**config.mk**
```make
export PLATFORM = sky130hd
export DESIGN_NAME = mcyc_mem_if
export DESIGN_NICKNAME = d
export VERILOG_FILES = /design/src/rtl/mcyc_mem_if.sv
export SDC_FILE = /design/constraint.sdc
export NUM_CORES = 1
export LEC_CHECK = 0
export CORE_UTILIZATION = 48
export CTS_BUF_LIST = sky130_fd_sc_hd__clkbuf_2 sky130_fd_sc_hd__clkbuf_4 sky130_fd_sc_hd__clkbuf_8
export DETAILED_ROUTE_END_ITERATION = 7
export GPL_TIMING_DRIVEN = 0
export PLACE_DENSITY = 0.83
export SYNTH_ARGS = -nofsm -noshare
export SYNTH_HDL_FRONTEND = slang
export SYNTH_SLANG_ARGS = --single-unit
```
**constraint.sdc**
```tcl
create_clock -name clk -period 4.3 [get_ports clk]
set_input_delay 0.86 -clock clk [delete_from_list [all_inputs] [get_ports clk]]
set_output_delay 0.86 -clock clk [all_outputs]
set_load 0.005 [all_outputs]
```
**src/rtl/mcyc_mem_if.sv**
```systemverilog
// Memory access unit for the multicycle RISC-V core: loads with lane extraction
// and extension, word stores, and sub-word stores as SRAM read-modify-write.
module mcyc_mem_if #(
  parameter int ADDR_W = 10
) (
  input  logic              clk,
  input  logic              rst,
  input  logic              req,
  input  logic              we,
  input  logic [31:0]       addr,
  input  logic [31:0]       wd,
  input  logic [2:0]        dt,
  output logic [31:0]       rdata,
  output logic              done,
  output logic              busy,
  output logic              err,
  output logic              mem_req,
  output logic              mem_we,
  output logic [ADDR_W-1:0] mem_addr,
  output logic [31:0]       mem_wdata,
  input  logic [31:0]       mem_rdata,
  input  logic              mem_ack
);

  // Handshake: mem_req rises with entry into an access state and holds, with
  // mem_we/mem_addr/mem_wdata stable, until the edge that samples mem_ack=1;
  // each such edge completes exactly one SRAM access.
  typedef enum logic [2:0] {
    S_IDLE   = 3'd0,
    S_RD     = 3'd1,
    S_WR     = 3'd2,
    S_RMW_RD = 3'd3,
    S_RMW_WR = 3'd4,
    S_DONE   = 3'd5
  } state_t;

  state_t      state;
  logic [1:0]  lane_r;
  logic [2:0]  dt_r;
  logic [15:0] wd_lo_r;

  logic        illegal;
  logic [7:0]  rd_byte;
  logic [15:0] rd_half;
  logic [31:0] load_val;
  logic [31:0] merged;

  logic unused_addr_hi;
  assign unused_addr_hi = ^addr[31:ADDR_W+2];

  always_comb begin
    illegal = 1'b0;
    case (dt)
      3'b000:  illegal = 1'b0;
      3'b001:  illegal = addr[0];
      3'b010:  illegal = (addr[1:0] != 2'b00);
      3'b100:  illegal = we;
      3'b101:  illegal = we | addr[0];
      default: illegal = 1'b1;
    endcase
  end

  always_comb begin
    rd_byte = mem_rdata[7:0];
    case (lane_r)
      2'd0:    rd_byte = mem_rdata[7:0];
      2'd1:    rd_byte = mem_rdata[15:8];
      2'd2:    rd_byte = mem_rdata[23:16];
      default: rd_byte = mem_rdata[31:24];
    endcase
    rd_half = lane_r[1] ? mem_rdata[31:16] : mem_rdata[15:0];
    case (dt_r)
      3'b000:  load_val = {{24{rd_byte[7]}}, rd_byte};
      3'b100:  load_val = {24'd0, rd_byte};
      3'b001:  load_val = {{16{rd_half[15]}}, rd_half};
      3'b101:  load_val = {16'd0, rd_half};
      default: load_val = mem_rdata;
    endcase
  end

  // Only byte and half stores reach the merge; dt_r[1:0]=00 selects byte.
  always_comb begin
    merged = mem_rdata;
    if (dt_r[1:0] == 2'b00) begin
      case (lane_r)
        2'd0:    merged[7:0]   = wd_lo_r[7:0];
        2'd1:    merged[15:8]  = wd_lo_r[7:0];
        2'd2:    merged[23:16] = wd_lo_r[7:0];
        default: merged[31:24] = wd_lo_r[7:0];
      endcase
    end else if (lane_r[1]) begin
      merged[31:16] = wd_lo_r;
    end else begin
      merged[15:0] = wd_lo_r;
    end
  end

  always_ff @(posedge clk or posedge rst) begin
    if (rst) begin
      state     <= S_IDLE;
      lane_r    <= 2'd0;
      dt_r      <= 3'd0;
      wd_lo_r   <= 16'd0;
      rdata     <= 32'd0;
      done      <= 1'b0;
      busy      <= 1'b0;
      err       <= 1'b0;
      mem_req   <= 1'b0;
      mem_we    <= 1'b0;
      mem_addr  <= '0;
      mem_wdata <= 32'd0;
    end else begin
      done <= 1'b0;
      err  <= 1'b0;
      case (state)
        S_IDLE: begin
          if (req) begin
            lane_r   <= addr[1:0];
            dt_r     <= dt;
            wd_lo_r  <= wd[15:0];
            mem_addr <= addr[ADDR_W+1:2];
            busy     <= 1'b1;
            if (illegal) begin
              state <= S_DONE;
              done  <= 1'b1;
              err   <= 1'b1;
            end else if (!we) begin
              state   <= S_RD;
              mem_req <= 1'b1;
              mem_we  <= 1'b0;
            end else if (dt[1:0] == 2'b10) begin
              state     <= S_WR;
              mem_req   <= 1'b1;
              mem_we    <= 1'b1;
              mem_wdata <= wd;
            end else begin
              state   <= S_RMW_RD;
              mem_req <= 1'b1;
              mem_we  <= 1'b0;
            end
          end
        end
        S_RD: begin
          if (mem_ack) begin
            rdata   <= load_val;
            mem_req <= 1'b0;
            state   <= S_DONE;
            done    <= 1'b1;
          end
        end
        // The write half of RMW keeps mem_req high but is a fresh access.
        S_RMW_RD: begin
          if (mem_ack) begin
            mem_wdata <= merged;
            mem_we    <= 1'b1;
            state     <= S_RMW_WR;
          end
        end
        S_WR, S_RMW_WR: begin
          if (mem_ack) begin
            mem_req <= 1'b0;
            mem_we  <= 1'b0;
            state   <= S_DONE;
            done    <= 1'b1;
          end
        end
        S_DONE: begin
          state <= S_IDLE;
          busy  <= 1'b0;
        end
        default: begin
          state   <= S_IDLE;
          busy    <= 1'b0;
          mem_req <= 1'b0;
          mem_we  <= 1'b0;
        end
      endcase
    end
  end

endmodule

```
# After elaboration in Yosys (flattened, before gate mapping)
# Index checks and enable logic that the tools add are counted.
[classes] n_reduce_logical=20 muxes=41 n_eq_ne=22 bitwise=4
[op_table] op="32-bit 2-to-1 mux" n=6
[op_table] op="32-bit case mux with 4 select lines" n=1
[op_table] op="32-bit case mux with 2 select lines" n=1
[op_table] op="16-bit 2-to-1 mux" n=3
[op_table] op="8-bit 2-to-1 mux" n=4
[op_table] op="8-bit case mux with 3 select lines" n=1
[op_table] op="3-bit equality test, second input constant" n=6
[op_table] op="1-bit 2-to-1 mux" n=14
[op_table] op="3-bit 2-to-1 mux" n=4
[op_table] op="2-bit inequality test, second input constant" n=6
[op_table] op="3-bit by 1-bit equality test with 1-bit output, second input constant" n=3
[op_table] op="3-bit by 2-bit equality test with 1-bit output, second input constant" n=3
[op_table] op="3-bit zero test" n=3
[op_table] op="3-bit case mux with 3 select lines" n=1
[op_table] op="2-bit AND reduction" n=3
[op_table] op="6-bit AND reduction" n=1
[op_table] op="2-bit OR reduction" n=3
[op_table] op="3-bit OR reduction" n=2
[op_table] op="1-bit case mux with 5 select lines" n=1
[op_table] op="5-bit AND reduction" n=1
[op_table] op="2-bit equality test, second input constant" n=2
[op_table] op="2-bit zero test" n=2
[op_table] op="1-bit case mux with 2 select lines" n=2
[op_table] op="1-bit case mux with 4 select lines" n=1
[op_table] op="10 further kinds" n=13
[totals] register_bits=103 wordCells=99

# Longest topological paths before layout
[depth] word_depth=6 ltp_mapped=8 ltp_nobuf=4

# Worst setup path after synthesis
# Ideal clock, no wire load.
[synth_timing] path_kind="in2reg" startpoint="input dt[0]" endpoint="register mem_wdata[10]" cell_stages=5 path_buffers=1 arrival_time_ps=2231 slack_ps=1944 cell_sequence="nor4_2 > nand4_1 > o21ai_2 > buf_6 > mux2_2"
[synth_between] elab_chain_len=4 elab_cells_between_ends=10 cone_classes="eq/ne: 7; mux: 1; reduce/logical: 2"
[synth_rtl] item="start: declaration" line_no="12" text="input logic [2:0] dt,"
[synth_rtl] item="3-bit equality test (tied with other cells)" line_no="53" text="case (dt)"
[synth_rtl] item="1-bit case mux with 5 select lines" line_no="53"
[synth_rtl] item="2-bit inequality test (no source line)"
[synth_rtl] item="6-bit AND reduction (no source line) (*)"
[synth_rtl] item="end signal: assignment" line_no="135" text="mem_wdata <= wd;"
[synth_rtl] item="end signal: assignment" line_no="154" text="mem_wdata <= merged;"
[synth_rtl] item="end: declaration" line_no="20" text="output logic [31:0] mem_wdata,"
# Every way passes the cells marked *; elsewhere a longest branch is shown, timed or not.
# A chain may end at the register's enable or synchronous reset.

# Final worst setup path
[layout_timing] startpoint="input addr[0]" endpoint="register mem_wdata[10]"
[layout_between] elab_chain_len=4 elab_cells_between_ends=5 cone_classes="eq/ne: 1; mux: 1; bitwise: 1; reduce/logical: 2"
[layout_rtl] item="start: declaration" line_no="10" text="input logic [31:0] addr,"
[layout_rtl] item="1-bit bitwise OR / 2-bit nonzero test (equally long branches)" line_no="58, 56"
[layout_rtl] item="1-bit case mux with 5 select lines (*)" line_no="53"
[layout_rtl] item="2-bit inequality test (no source line) (*)"
[layout_rtl] item="6-bit AND reduction (no source line) (*)"
# Marks and branches as above.

==> results.md <==
* Clock root buffer master: clkbuf_8
* Slew Viols, Final at 0
* Final net count at ~850
* Crit Path Class: input pin to flop
* Synth async-reset ratio at 100%
* PD cells at 598 nW/µm²
* Setup crit end kind: flop
* Drt via density at 6.03
* Hold_buf cts at 0
* Largest net degree at the start of global routing at 57
* Clk_lat worst skew at 390 ps
* Arrival time at the worst endpoint at 3200 ps
* Overflow after GRT at 0
* DRC violation total after the first TritonRoute iteration at 407
* Grt met2 use at between 40% and 50%
* Register bit count reported by yosys at about 100
* Final Critical Period at between 2000 and 3000 ps
* DR pass1 iterations at 5
* Htree depth at 3
* Finished layout cell area at roughly 7600 µm²
* List of most frequent post-synthesis cells: dfrtp_1, o21ai_0, mux2_2, nand2_1, nand3_1
* # diodes at 0
* Top_reg_cell synth: dfrtp_1
* Post-synthesis sequential area ratio at a little under half
* Tcrit/Tclk final at between 60% and 70%
* CTS Buf Count at 9
* Setup slack, reg-to-reg at 1820 ps
* Synth area leaders: dfrtp_1, mux2_2, o21ai_0, nand3_1, nand2_1
* Worst hold path class: flop to flop
* CP Launch Type: input pin
* Outcome: finished, final reports clean
* Wirelength per Cell at approximately 20 µm
* Layout cells sized above 1 at 13.8%
* Post-synth EDFFs at 0
* DIE WIDTH at 110 µm
* Rows at 39
* Core Region at 11400 µm²
* Worst r2r src: state[0]
* Top cell type's share of synthesized area at a little under half
* Measured slew at the worst slew-check pin at between 1000 and 1500 ps
* # clock sinks at between 100 and 150
* Vias at 5362
* Number of fill cells in the layout at 910
* I/O Buffers at 161
* Area grow syn2layout at 36.3%
* Slowest Stage Delay on Critical Path at 540 ps
* Count leader, synth: dfrtp_1
* Critical path, cell by cell: clkdlybuf4s50_1 -> nor4_2 -> nand4_1 -> o21ai_2 -> buf_6 -> mux2_2
* Clk_skew at 12.6 ps
* Final HPWL DP at 13.6 mm
* Final setup fails at 0
* Worst r2r dst: mem_wdata[10]
* WL final at 17.7 mm
* Worst Path Max Fanout at 10
* Maximum vdd drop at 0.384 mV
* Total Routing Usage GR at 30.5%
* DP Worst Slack at 998 ps
* RSZ-0062 raised after global routing: false
* Crit-path slowest cell: o21ai_2
* Hold path cells at 1
* Routability Congestion at 0.904
* Setup TNS at 0 ps
* Synth area leader: dfrtp_1
* Vias in the first global route at 5153
* Synth Cell Area at 5590 µm²
* Reg2reg path depth at 6
* Worst-path clk slew at about 90 ps
* Synth Instances at 568
* Initial antenna violation count at 0
* Longest Clk Path Bufs at 2
* M1 GR Usage at a little over two fifths
* Post-Syn Nets at 672
* Worst path required time at 4570 ps
* Area occupied by multi-input gates at between 2000 and 3000 µm²
* Yosys warning count at 0
* Cell Area, Placed at 7410 µm²
* Slew HR at 28.2%
* Max Fclk at between 0.3 and 0.4 GHz
* First-pass GRT wire length at between 20 and 30 mm
* Hold Vio Cnt, Final at 0
* DIE AREA at 12100 µm²
* Critical hold path startpoint: mem_wdata[12]
* # DRC at 0
* Post-CTS Resized at 0
* Die height at roughly 110 µm
* Slack of the critical path at around 1400 ps
* # IOs at approximately 180
* Hold Path Sink: mem_wdata[12]
* Max-Cap Viols at 0
* Initial Utilization at between 40% and 50%
* M3 GR Usage at 4.51%
* Setup bufs post-CTS at 0
* GRT busiest layer: met2
* CTS tree: done
* Yosys cell types at 51
* Syn Area/Cell at 9.83 µm²
* Register Area at 2580 µm²
* DRT antenna net count at 0
* P_leak at 3.22 nW
[placed cells by master, fill, tap and decap left out, types with 2 or more instances in the layout]
cell,count
clkbuf_1,34
nand3_1,48
nor2_1,21
a31oi_1,8
mux2_2,61
inv_6,2
o21bai_1,6
a22oi_1,2
and3b_1,9
nor2b_1,4
a21oi_1,27
clkinvlp_4,2
o21a_1,3
o22ai_1,2
a21o_1,2
or3b_2,2
inv_1,2
clkdlybuf4s50_1,161
buf_6,3
and2_1,2
clkbuf_8,10
and3_1,14
o21ai_0,65
dfrtp_1,103
nand3b_1,11
buf_2,11
o211ai_1,2
a211oi_1,17
o31ai_1,2
mux2_1,2
nand2_1,50
a221o_1,16
nand2b_1,9
mux2i_1,8
[logic make-up after synthesis]
logic type             share of synthesized area [%]
AND/OR/NAND/NOR                                 17.2
AO/OA/AOI/OAI                                   17.8
flip-flops                                      46.1
multiplexers                                    14.5
buffers and inverters                           4.35
[registers in the layout (all words and copies together) (netlist names)]
name / count
done: 1
mem_we: 1
busy: 1
err: 1
state: 3
mem_req: 1
rdata: 32
wd_lo_r: 16
mem_wdata: 32
dt_r: 3
lane_r: 2
mem_addr: 10
[worst max-delay path: cells and delay by family]
kind / cells / cell delay [ps]
multiplexers: 1 / 350
AO/OA/AOI/OAI: 1 / 540
AND/OR/NAND/NOR: 2 / 680
buffers and inverters: 2 / 750
[stage by stage]
stage	hold slack, ps	std cells	utilization, %	power, mW
final	497	889	66.9	4.55
after global routing	527	889	66.9	4.86
after CTS	503	889	66.9	4.54
after detailed placement	481	873	65.1	3.89
after global placement	474	872	64.9	3.80
after floorplan	473	568	-	2.85
[how the worst max path moves through the flow]
stage               startpoint             to
floorplan                  rst           busy
global placement           rst  mem_wdata[26]
detailed placement     addr[0]  mem_wdata[10]
CTS                    addr[0]  mem_wdata[10]
global route             dt[0]  mem_wdata[10]
finish                 addr[0]  mem_wdata[10]
[per-layer routing]
metal  share of wire [%]  vias to the layer above
li1                    -                     2432
met1                  42                     2606
met2                  47                      292
met3                 8.5                       32
met4                 2.0                        0
met5                   0                        -
[where the power goes]
group          internal [mW]  total [mW]  switching, mW
Clock                  0.288       0.655          0.367
Combinational           1.19        2.26           1.07
Sequential              1.35        1.64          0.291
[layout make-up]
class                           instances  area share (%)
Sequential cell                       103            33.9
Timing Repair Buffer                  162            21.5
Clock inverter                          6           0.888
Buffer                                 50            2.99
Clock buffer                           10            1.81
Tap cell                              143            2.35
Inverter                                4           0.230
Multi-Input combinational cell        411            36.3
Note: power is estimated with default switching activity, not from simulation.
